$ cat config.mk
export PLATFORM = sky130hd
export DESIGN_NAME = fifo_read_stream
export DESIGN_NICKNAME = d
export VERILOG_FILES = /design/src/rtl/fifo_read_stream.sv
export SDC_FILE = /design/constraint.sdc
export NUM_CORES = 1
export LEC_CHECK = 0
export CAP_MARGIN = 10
export CELL_PAD_IN_SITES_DETAIL_PLACEMENT = 0
export CELL_PAD_IN_SITES_GLOBAL_PLACEMENT = 1
export CORE_ASPECT_RATIO = 1.25
export CORE_MARGIN = 4
export CORE_UTILIZATION = 30
export CTS_CLUSTER_DIAMETER = 200
export DETAILED_ROUTE_END_ITERATION = 10
export DONT_BUFFER_PORTS = 1
export HOLD_SLACK_MARGIN = 0.12
export PLACE_DENSITY = 0.55
export SETUP_SLACK_MARGIN = 0.15
export SLEW_MARGIN = 20
export SYNTH_ARGS = -nofsm -noshare
export SYNTH_HDL_FRONTEND = slang
export SYNTH_SLANG_ARGS = --single-unit
$ cat constraint.sdc
create_clock -name read_clk -period 2.35 [get_ports read_clk]
set_input_delay 0.235 -clock read_clk [delete_from_list [all_inputs] [get_ports read_clk]]
set_output_delay 0.235 -clock read_clk [all_outputs]
set_load 0.1 [all_outputs]
$ cat src/rtl/fifo_read_stream.sv
// Read-side stream adapter for async_fifo: turns the one-cycle-latency FIFO read port into
// valid/ready with a 3-entry prefetch buffer. Optional statistics via FIFO_READ_STREAM_STATS_EN.
module fifo_read_stream #(
   parameter int BITS = 32
) (
   input  logic            read_clk,
   input  logic            read_rst_n,
   output logic            p_read_en,
   input  logic [BITS-1:0] p_read_data,
   input  logic            p_read_empty,
   output logic            m_valid,
   output logic [BITS-1:0] m_data,
   input  logic            m_ready,
`ifdef FIFO_READ_STREAM_STATS_EN
   output logic [31:0]     stat_words,
   output logic [31:0]     stat_stalls,
`endif
   output logic [1:0]      m_level
);

   logic [BITS-1:0] mem [3];
   logic [1:0]      head;
   logic [1:0]      tail;
   logic [1:0]      count;
   logic [1:0]      count_next;
   logic            inflight;
   logic [2:0]      fill;
   logic            push;
   logic            pop;

   function automatic logic [1:0] ptr_inc(input logic [1:0] p);
      return (p == 2'd2) ? 2'd0 : p + 2'd1;
   endfunction

   // Issue only when a slot is reserved for every word already requested.
   always_comb begin
      fill       = {1'b0, count} + {2'b00, inflight};
      p_read_en  = read_rst_n & ~p_read_empty & (fill < 3'd3);
      push       = inflight;
      pop        = (count != 2'd0) & m_ready;
      count_next = count + {1'b0, push} - {1'b0, pop};
      m_valid    = (count != 2'd0);
      m_level    = count;
      case (head)
         2'd0:    m_data = mem[0];
         2'd1:    m_data = mem[1];
         2'd2:    m_data = mem[2];
         default: m_data = '0;
      endcase
   end

   always_ff @(posedge read_clk) begin
      if (!read_rst_n) begin
         count    <= 2'd0;
         head     <= 2'd0;
         tail     <= 2'd0;
         inflight <= 1'b0;
         for (int i = 0; i < 3; i++) mem[i] <= '0;
      end else begin
         inflight <= p_read_en;
         count    <= count_next;
         if (push) begin
            for (int i = 0; i < 3; i++)
               if (tail == 2'(i)) mem[i] <= p_read_data;
            tail <= ptr_inc(tail);
         end
         if (pop) head <= ptr_inc(head);
      end
   end

`ifdef FIFO_READ_STREAM_STATS_EN
   always_ff @(posedge read_clk) begin
      if (!read_rst_n) begin
         stat_words  <= 32'd0;
         stat_stalls <= 32'd0;
      end else begin
         if (pop) stat_words <= stat_words + 32'd1;
         if (m_valid & ~m_ready) stat_stalls <= stat_stalls + 32'd1;
      end
   end
`endif

endmodule

==> impl_results.md, run 1 <==
* Via count at 2321
* Area of the multi-input gates at 0.00137 mm²
* Slew Limit Headroom at 0.593
* Fin crit period at 2.11 ns
* Register bit total from synthesis at 103
* Final ANT Viol Nets at 0
* Run status: finished, final reports clean
* Root Driver: clkbuf_16
* Vias in the first global route at 2569
* Wire length of the first global-routing pass at 14.9 mm
* Max rail drop VDD at 0.000533 V
* Worst Hold Slack at 0.167 ns
* Pin count of the biggest net entering global routing at 38
* Num CTS Buffers at 9
* Fin crit share at 0.897
* Starting Density at 0.304
* Worst-path clk slew at 0.07 ns
* Lkg Pwr at 2.03 nW
* Layout Skew at 0.00708 ns
* Yosys top cell area share at 0.634
* Die area at 0.0172 mm²
* Dpl hpwl at 6.16 mm
* GR Util All Layers at 0.115
* Most common cell after layout, fill and taps aside: edfxtp_1
* Yosys warns at 0
* Setup TNS at 0 ns
* Share of cells above drive strength 1 at 0.359
* GPL Wtd Cong at 0.658
* # DRC at 0
* RSZ-0062 raised after global routing: no
* Max FO, Critical Path at 5
* Netlist cell types at 27
* Die H at 146 µm
* FP Rows at 50
* Core area at 0.0150 mm²
* DRT iter0 DRCs at 65
* Via density at 4.86
* TritonCTS clock tree: yes
* Clock latency on the worst-skew pair at 0.34 ns
* Maxcap violations at 0
* Clock tree sinks at 103
* Final setup viols at 0
* Actual slew at the worst max-slew pin at 0.610 ns
* Synth area leaders: edfxtp_1 (63%), o2bb2ai_2 (9.9%), mux2i_1 (7.5%), and4_1 (6.2%), dfxtp_1 (3.1%)
* Nature of the critical path endpoint: primary output
* Final nets at 330
* Htree depth at 3
* Pwr dens at 1200 mW/mm²
* Fillers at 1353
* Crit Path Category: reg2out
* Reg area at 0.00303 mm²
* Drt pass-1 iters at 4
* Synthesis-to-layout area growth at 27.0%
* Worst endpoint required time at 2.12 ns
* FF-to-FF setup slack at 0.40 ns
* Routed len/inst at 19.8 µm
* FMAX at 0.474 GHz
* Grt total ovfl at 0
* Mean Syn Cell Area at 17.9 µm²
* Syn_nets at 294
* Hold Fails Final Rpt at 0
* Overall routed net length at 9.48 mm
* Critical Path AT at 1.87 ns
* Crit start category: register
* Hold/Removal Path Class: in2reg
* Post-Syn Area at 0.00455 mm²
* Max Slew Vio Count at 0
* Die width at 118 µm
* Post-synth top area cell: edfxtp_1
* Initial antenna violation count at 1
* Syn Inst Count at 254
* Most frequent cells in the layout: edfxtp_1 (96), buf_12 (36), mux2i_1 (34)
* Sequential element share of the synthesized area at 0.664
* I/O Pins at 72
* Bufs on Longest Clock Path at 2
* Port buffer count at 0
==> cell families after synthesis <==
| group | synth area share |
|---|---|
| compound gates | 0.113 |
| xor+xnor | 0.00495 |
| fa+ha+maj | 0.0110 |
| buf+inv | 0.0468 |
| flops | 0.664 |
| mux | 0.0748 |
| simple gates | 0.0847 |
==> synthesized netlist by cell type <==
| library cell | number |
|---|---|
| a2111oi_2 | 2 |
| a21oi_1 | 2 |
| and2_1 | 1 |
| and4_1 | 32 |
| buf_12 | 3 |
| buf_2 | 10 |
| buf_4 | 1 |
| buf_6 | 4 |
| clkbuf_1 | 3 |
| clkbuf_8 | 2 |
| dfxtp_1 | 7 |
| edfxtp_1 | 96 |
| ha_1 | 4 |
| inv_1 | 1 |
| inv_2 | 2 |
| mux2i_1 | 34 |
| nand2_1 | 6 |
| nand2b_1 | 2 |
| nand3b_1 | 3 |
| nor2_1 | 1 |
| nor2b_4 | 1 |
| o21a_1 | 1 |
| o2bb2ai_1 | 2 |
| o2bb2ai_2 | 30 |
| or2_1 | 1 |
| or3b_1 | 2 |
| xnor3_1 | 1 |
==> registers in the layout, summed over array words and instances, names as in the netlist <==
signal	flops
head	2
inflight	1
tail	2
mem	96
m_level	2
==> worst max-delay path: stages (launching register included) <==
cell	delay, ns
dfxtp_4	0.57
ha_4	0.19
ha_4	0.20
a2111oi_4	0.34
buf_12	0.22
==> final timing paths <==
check | startpoint | endpoint | cells past startpoint
setup / recovery | m_level[0]$_SDFF_PN0_ | p_read_en | 4
hold / removal | read_rst_n | head[0]$_SDFFE_PN0P_ | 2
hold reg to reg | tail[0]$_SDFFE_PN0P_ | tail[0]$_SDFFE_PN0P_ | 2
setup reg to reg | m_level[0]$_SDFF_PN0_ | inflight$_SDFF_PN0_ | 4
==> per-layer routing <==
layer  vias up  wire (µm)  GRT usage
met5         -          0          0
met4         0        171     0.0434
met3        15        339     0.0307
met2        49       5330      0.211
met1      1150       3640      0.125
li1       1107          -          -
==> per-stage QoR <==
| step | area (µm²) | util | setup WS, ns | std cells | power, mW |
|---|---|---|---|---|---|
| after detailed placement | 5430 | 0.363 | 0.546 | 458 | 5.47 |
| after global routing | 5780 | 0.386 | 0.184 | 477 | 7.18 |
| final | 5780 | 0.386 | 0.242 | 478 | 6.94 |
| after floorplan | 4610 | - | 0.0316 | 254 | 4.49 |
| after global placement | 5430 | 0.363 | 0.592 | 458 | 5.45 |
| after CTS | 5770 | 0.386 | 0.165 | 477 | 7.03 |
==> power by group <==
part	switching (mW)	internal (mW)	total, mW
Clock	0.633	0.924	1.56
Combinational	1.96	1.05	3.01
Sequential	0.183	2.19	2.38
Total	2.77	4.17	6.94
==> repair_timing <==
action	in CTS	in global routing
endpoints found under the hold margin	7	0
setup endpoints to repair	0	1
hold buffers	3	0
setup buffers	0	0
resized for setup	0	1
==> layout make-up <==
class                   instances  share of cell area
clock inverters                 7              0.0152
flip-flops and latches        103               0.525
clock buffers                   9              0.0390
inverters                       3             0.00195
well taps                     182              0.0394
repair buffers                 48               0.142
diodes                          1            0.000433
multi-input cells             125               0.237
Note: power is estimated with default switching activity, not from simulation.
==> run 2: changes to the inputs <==
--- a/config.mk
+++ b/config.mk
@@ -5,6 +5,7 @@
 export SDC_FILE = /design/constraint.sdc
 export NUM_CORES = 1
 export LEC_CHECK = 0
+export ABC_AREA = 1
 export CAP_MARGIN = 10
 export CELL_PAD_IN_SITES_DETAIL_PLACEMENT = 0
 export CELL_PAD_IN_SITES_GLOBAL_PLACEMENT = 1
@@ -15,7 +16,7 @@
 export DETAILED_ROUTE_END_ITERATION = 10
 export DONT_BUFFER_PORTS = 1
 export HOLD_SLACK_MARGIN = 0.12
-export PLACE_DENSITY = 0.55
+export PLACE_DENSITY = 0.58
 export SETUP_SLACK_MARGIN = 0.15
 export SLEW_MARGIN = 20
 export SYNTH_ARGS = -nofsm -noshare
==> impl_results.md, run 2 <==
* Area of the multi-input gates at 0.00110 mm² (-20%)
* Num CTS Buffers at 9 (unchanged)
* Htree depth at 3 (unchanged)
* Yosys warns at 0 (unchanged)
* Design area at 0.00504 mm² (-13%)
* Via count at 2463 (+6.1%)
* TritonCTS clock tree: yes
* Pin count of the biggest net entering global routing at 33 (-13%)
* Pwr dens at 1310 mW/mm² (+9.0%)
* Yosys top cell area share at 0.666 (+0.0324)
* Clock latency on the worst-skew pair at 0.34 ns (about the same)
* Syn_nets at 403 (+37%)
* Wire length of the first global-routing pass at 13.9 mm (-6.7%)
* Die area at 0.0164 mm² (-4.6%)
* Nature of the critical path endpoint: primary output
* Layout Skew at 0.00717 ns (+0.0000938 ns)
* Synth top cells by count: nand2_1 (106), edfxtp_1 (96), inv_1 (43)
* Die H at 142 µm (-2.3%)
* Dpl hpwl at 5.62 mm (-8.7%)
* Worst Hold Launch: read_rst_n
* Sequential element share of the synthesized area at 0.698 (+0.0340)
* Starting Density at 0.309 (+0.00501)
* Crit Path Category: reg2out
* Bufs on Longest Clock Path at 2 (unchanged)
* GPL Wtd Cong at 0.686 (+4.2%)
* Most common cell after layout, fill and taps aside: nand2_1
* Slew Limit Headroom at 0.601 (+0.00721)
* Post-Syn Area at 0.00433 mm² (-4.9%)
* Grt total ovfl at 0 (unchanged)
* N_diodes at 0 (-1)
* Fin crit period at 2.07 ns (-0.0334 ns)
* DRT iter0 DRCs at 104 (+60%)
* Reg area at 0.00303 mm² (-0.12%)
* Root Driver: clkbuf_16
* I/O Pins at 72 (unchanged)
* Hold Fails Final Rpt at 0 (unchanged)
* Drt pass-1 iters at 4 (unchanged)
* Synth area leaders: edfxtp_1 (67%), nand2_1 (9.2%), nand3_2 (7.2%), inv_1 (3.7%), nor2_1 (3.5%)
* # DRC at 0 (unchanged)
* Non-filler instance count after layout at 561 (+17%)
* Post-synth top area cell: edfxtp_1
* Worst-path clk slew at 0.06 ns (about the same)
* Worst endpoint required time at 2.12 ns (about the same)
* Final nets at 422 (+28%)
* Initial antenna violation count at 0 (-1)
* Core area at 0.0140 mm² (-6.4%)
* Critical Path AT at 1.84 ns (-0.03 ns)
* Final ANT Viol Nets at 0 (unchanged)
* Share of cells above drive strength 1 at 0.210 (-0.149)
* Largest Register: mem
* Fillers at 1385 (+2.4%)
* Netlist cell types at 18 (-33%)
* Reg2Reg Launch Point: m_level[0]$_SDFF_PN0_
* Die width at 115 µm (-2.3%)
* Max FO, Critical Path at 5 (unchanged)
* Most common flop cell mapped by yosys: edfxtp_1
* GR met3 Demand/Resource at 0.0264 (-0.00434)
* FP Rows at 48 (-4.0%)
* Post-synth EDFFs at 96 (unchanged)
* Global-route met2 utilization at 0.202 (-0.00992)
* Mean Syn Cell Area at 11.9 µm² (-33%)
* Most frequent cells in the layout: nand2_1 (104), edfxtp_1 (96), inv_1 (43)
* Run status: finished, final reports clean
* Synthesis-to-layout area growth at 16.4%
* Final setup viols at 0 (unchanged)
* Fin crit share at 0.883 (-0.0142)
* GRT busiest layer: met2
* Via density at 4.39 (-9.6%)
* Largest register FFs at 96 (unchanged)
* Max rail drop VDD at 0.000455 V (-15%)
* Overall routed net length at 8.72 mm (-8.0%)
* Actual slew at the worst max-slew pin at 0.598 ns (-0.0115 ns)
* Clock tree sinks at 103 (unchanged)
* GR Util All Layers at 0.113 (-0.00216)
* Register bit total from synthesis at 103 (unchanged)
* RSZ-0062 raised after global routing: no
* Placed Cells incl. Taps at 542 (+18%)
* Hold/Removal Path Class: in2reg
* Maxcap violations at 0 (unchanged)
* Syn Inst Count at 363 (+43%)
* Crit start category: register
* Lkg Pwr at 2.14 nW (+5.7%)
* FMAX at 0.482 GHz (+1.6%)
* Crit path from: inflight$_SDFF_PN0_
* Routed len/inst at 15.5 µm (-22%)
* Met1 Resource Use GR at 0.131 (+0.00613)
* Port buffer count at 0 (unchanged)
* Vias in the first global route at 2540 (-1.1%)
* Post-DP Area at 0.00466 mm² (-14%)
* Max Slew Vio Count at 0 (unchanged)
* Most frequent cell after synthesis: nand2_1
* Synth async-reset ratio at 0 (unchanged)
## run 2: cell count changes after synthesis, sizes merged, moves of 3 or more
cell / change
and4: -32
buf: -5
clkbuf: -5
inv: +43
mux2i: -34
nand2: +106
nand3: +37
nand3b: -3
nor2: +40
o2bb2ai: -32
## run 2: where the power goes
group | total, mW | leakage [nW] | switching (mW) | internal [mW]
clock network | 1.45 | 0.139 | 0.627 | 0.822
registers | 2.26 | 1.06 | 0.0669 | 2.20
logic | 2.89 | 0.943 | 2.49 | 0.398
total | 6.60 | 2.14 | 3.18 | 3.42
## run 2: worst paths after layout
check / to / slack, ns / cells after the start
hold / removal: tail[0]$_SDFFE_PN0P_ / 0.14 / 2
hold reg to reg: tail[1]$_SDFFE_PN0P_ / 0.51 / 2
setup / recovery: p_read_en / 0.28 / 6
setup reg to reg: m_level[1]$_SDFF_PN0_ / 0.55 / 11
## run 2: cell type report
cell class                 count  area share
clock buffer                  10      0.0454
clock inverter                 5      0.0119
inverter                      47      0.0365
multi-input combinational    200       0.218
sequential                   103       0.601
tap                          175      0.0434
timing repair buffer          21      0.0434
## run 2: critical path: stages (launching register included)
cell and delay, ns:
dfxtp_1 0.46, ha_4 0.17, ha_1 0.21, nand2_1 0.06
inv_1 0.06, nor4_4 0.28, buf_6 0.26
## run 2: kinds of logic after synthesis
kind of cell	after synthesis	share of synthesized area
compound gates	4	0.00520
fa+ha+maj	4	0.0116
buf+inv	60	0.0653
flops	103	0.698
simple gates	192	0.219
## run 2: metrics by stage
step / TNS, ns / total power [mW] / hold slack (ns) / utilization / worst slack [ns]
floorplan: -0.0365 / 4.83 / 0.314 / - / -0.0365
global placement: 0 / 5.17 / 0.323 / 0.333 / 0.415
detailed placement: 0 / 5.19 / 0.326 / 0.333 / 0.390
CTS: 0 / 6.67 / 0.131 / 0.358 / 0.217
global route: 0 / 6.90 / 0.139 / 0.360 / 0.166
finish: 0 / 6.60 / 0.136 / 0.360 / 0.276
## run 2: layer usage
metal | vias to the layer above | share of wire
met2 | 39 | 0.55
met4 | 0 | 0.013
li1 | 1225 | -
met1 | 1193 | 0.40
met3 | 6 | 0.033
met5 | - | 0
## run 2: timing repair
item / in CTS / in global routing
resized for setup: 6 / 1
hold buffers: 3 / 0
endpoints found under the hold margin: 5 / 0
setup endpoints to repair: 31 / 2
pin swaps: 0 / 1
setup buffers: 0 / 1
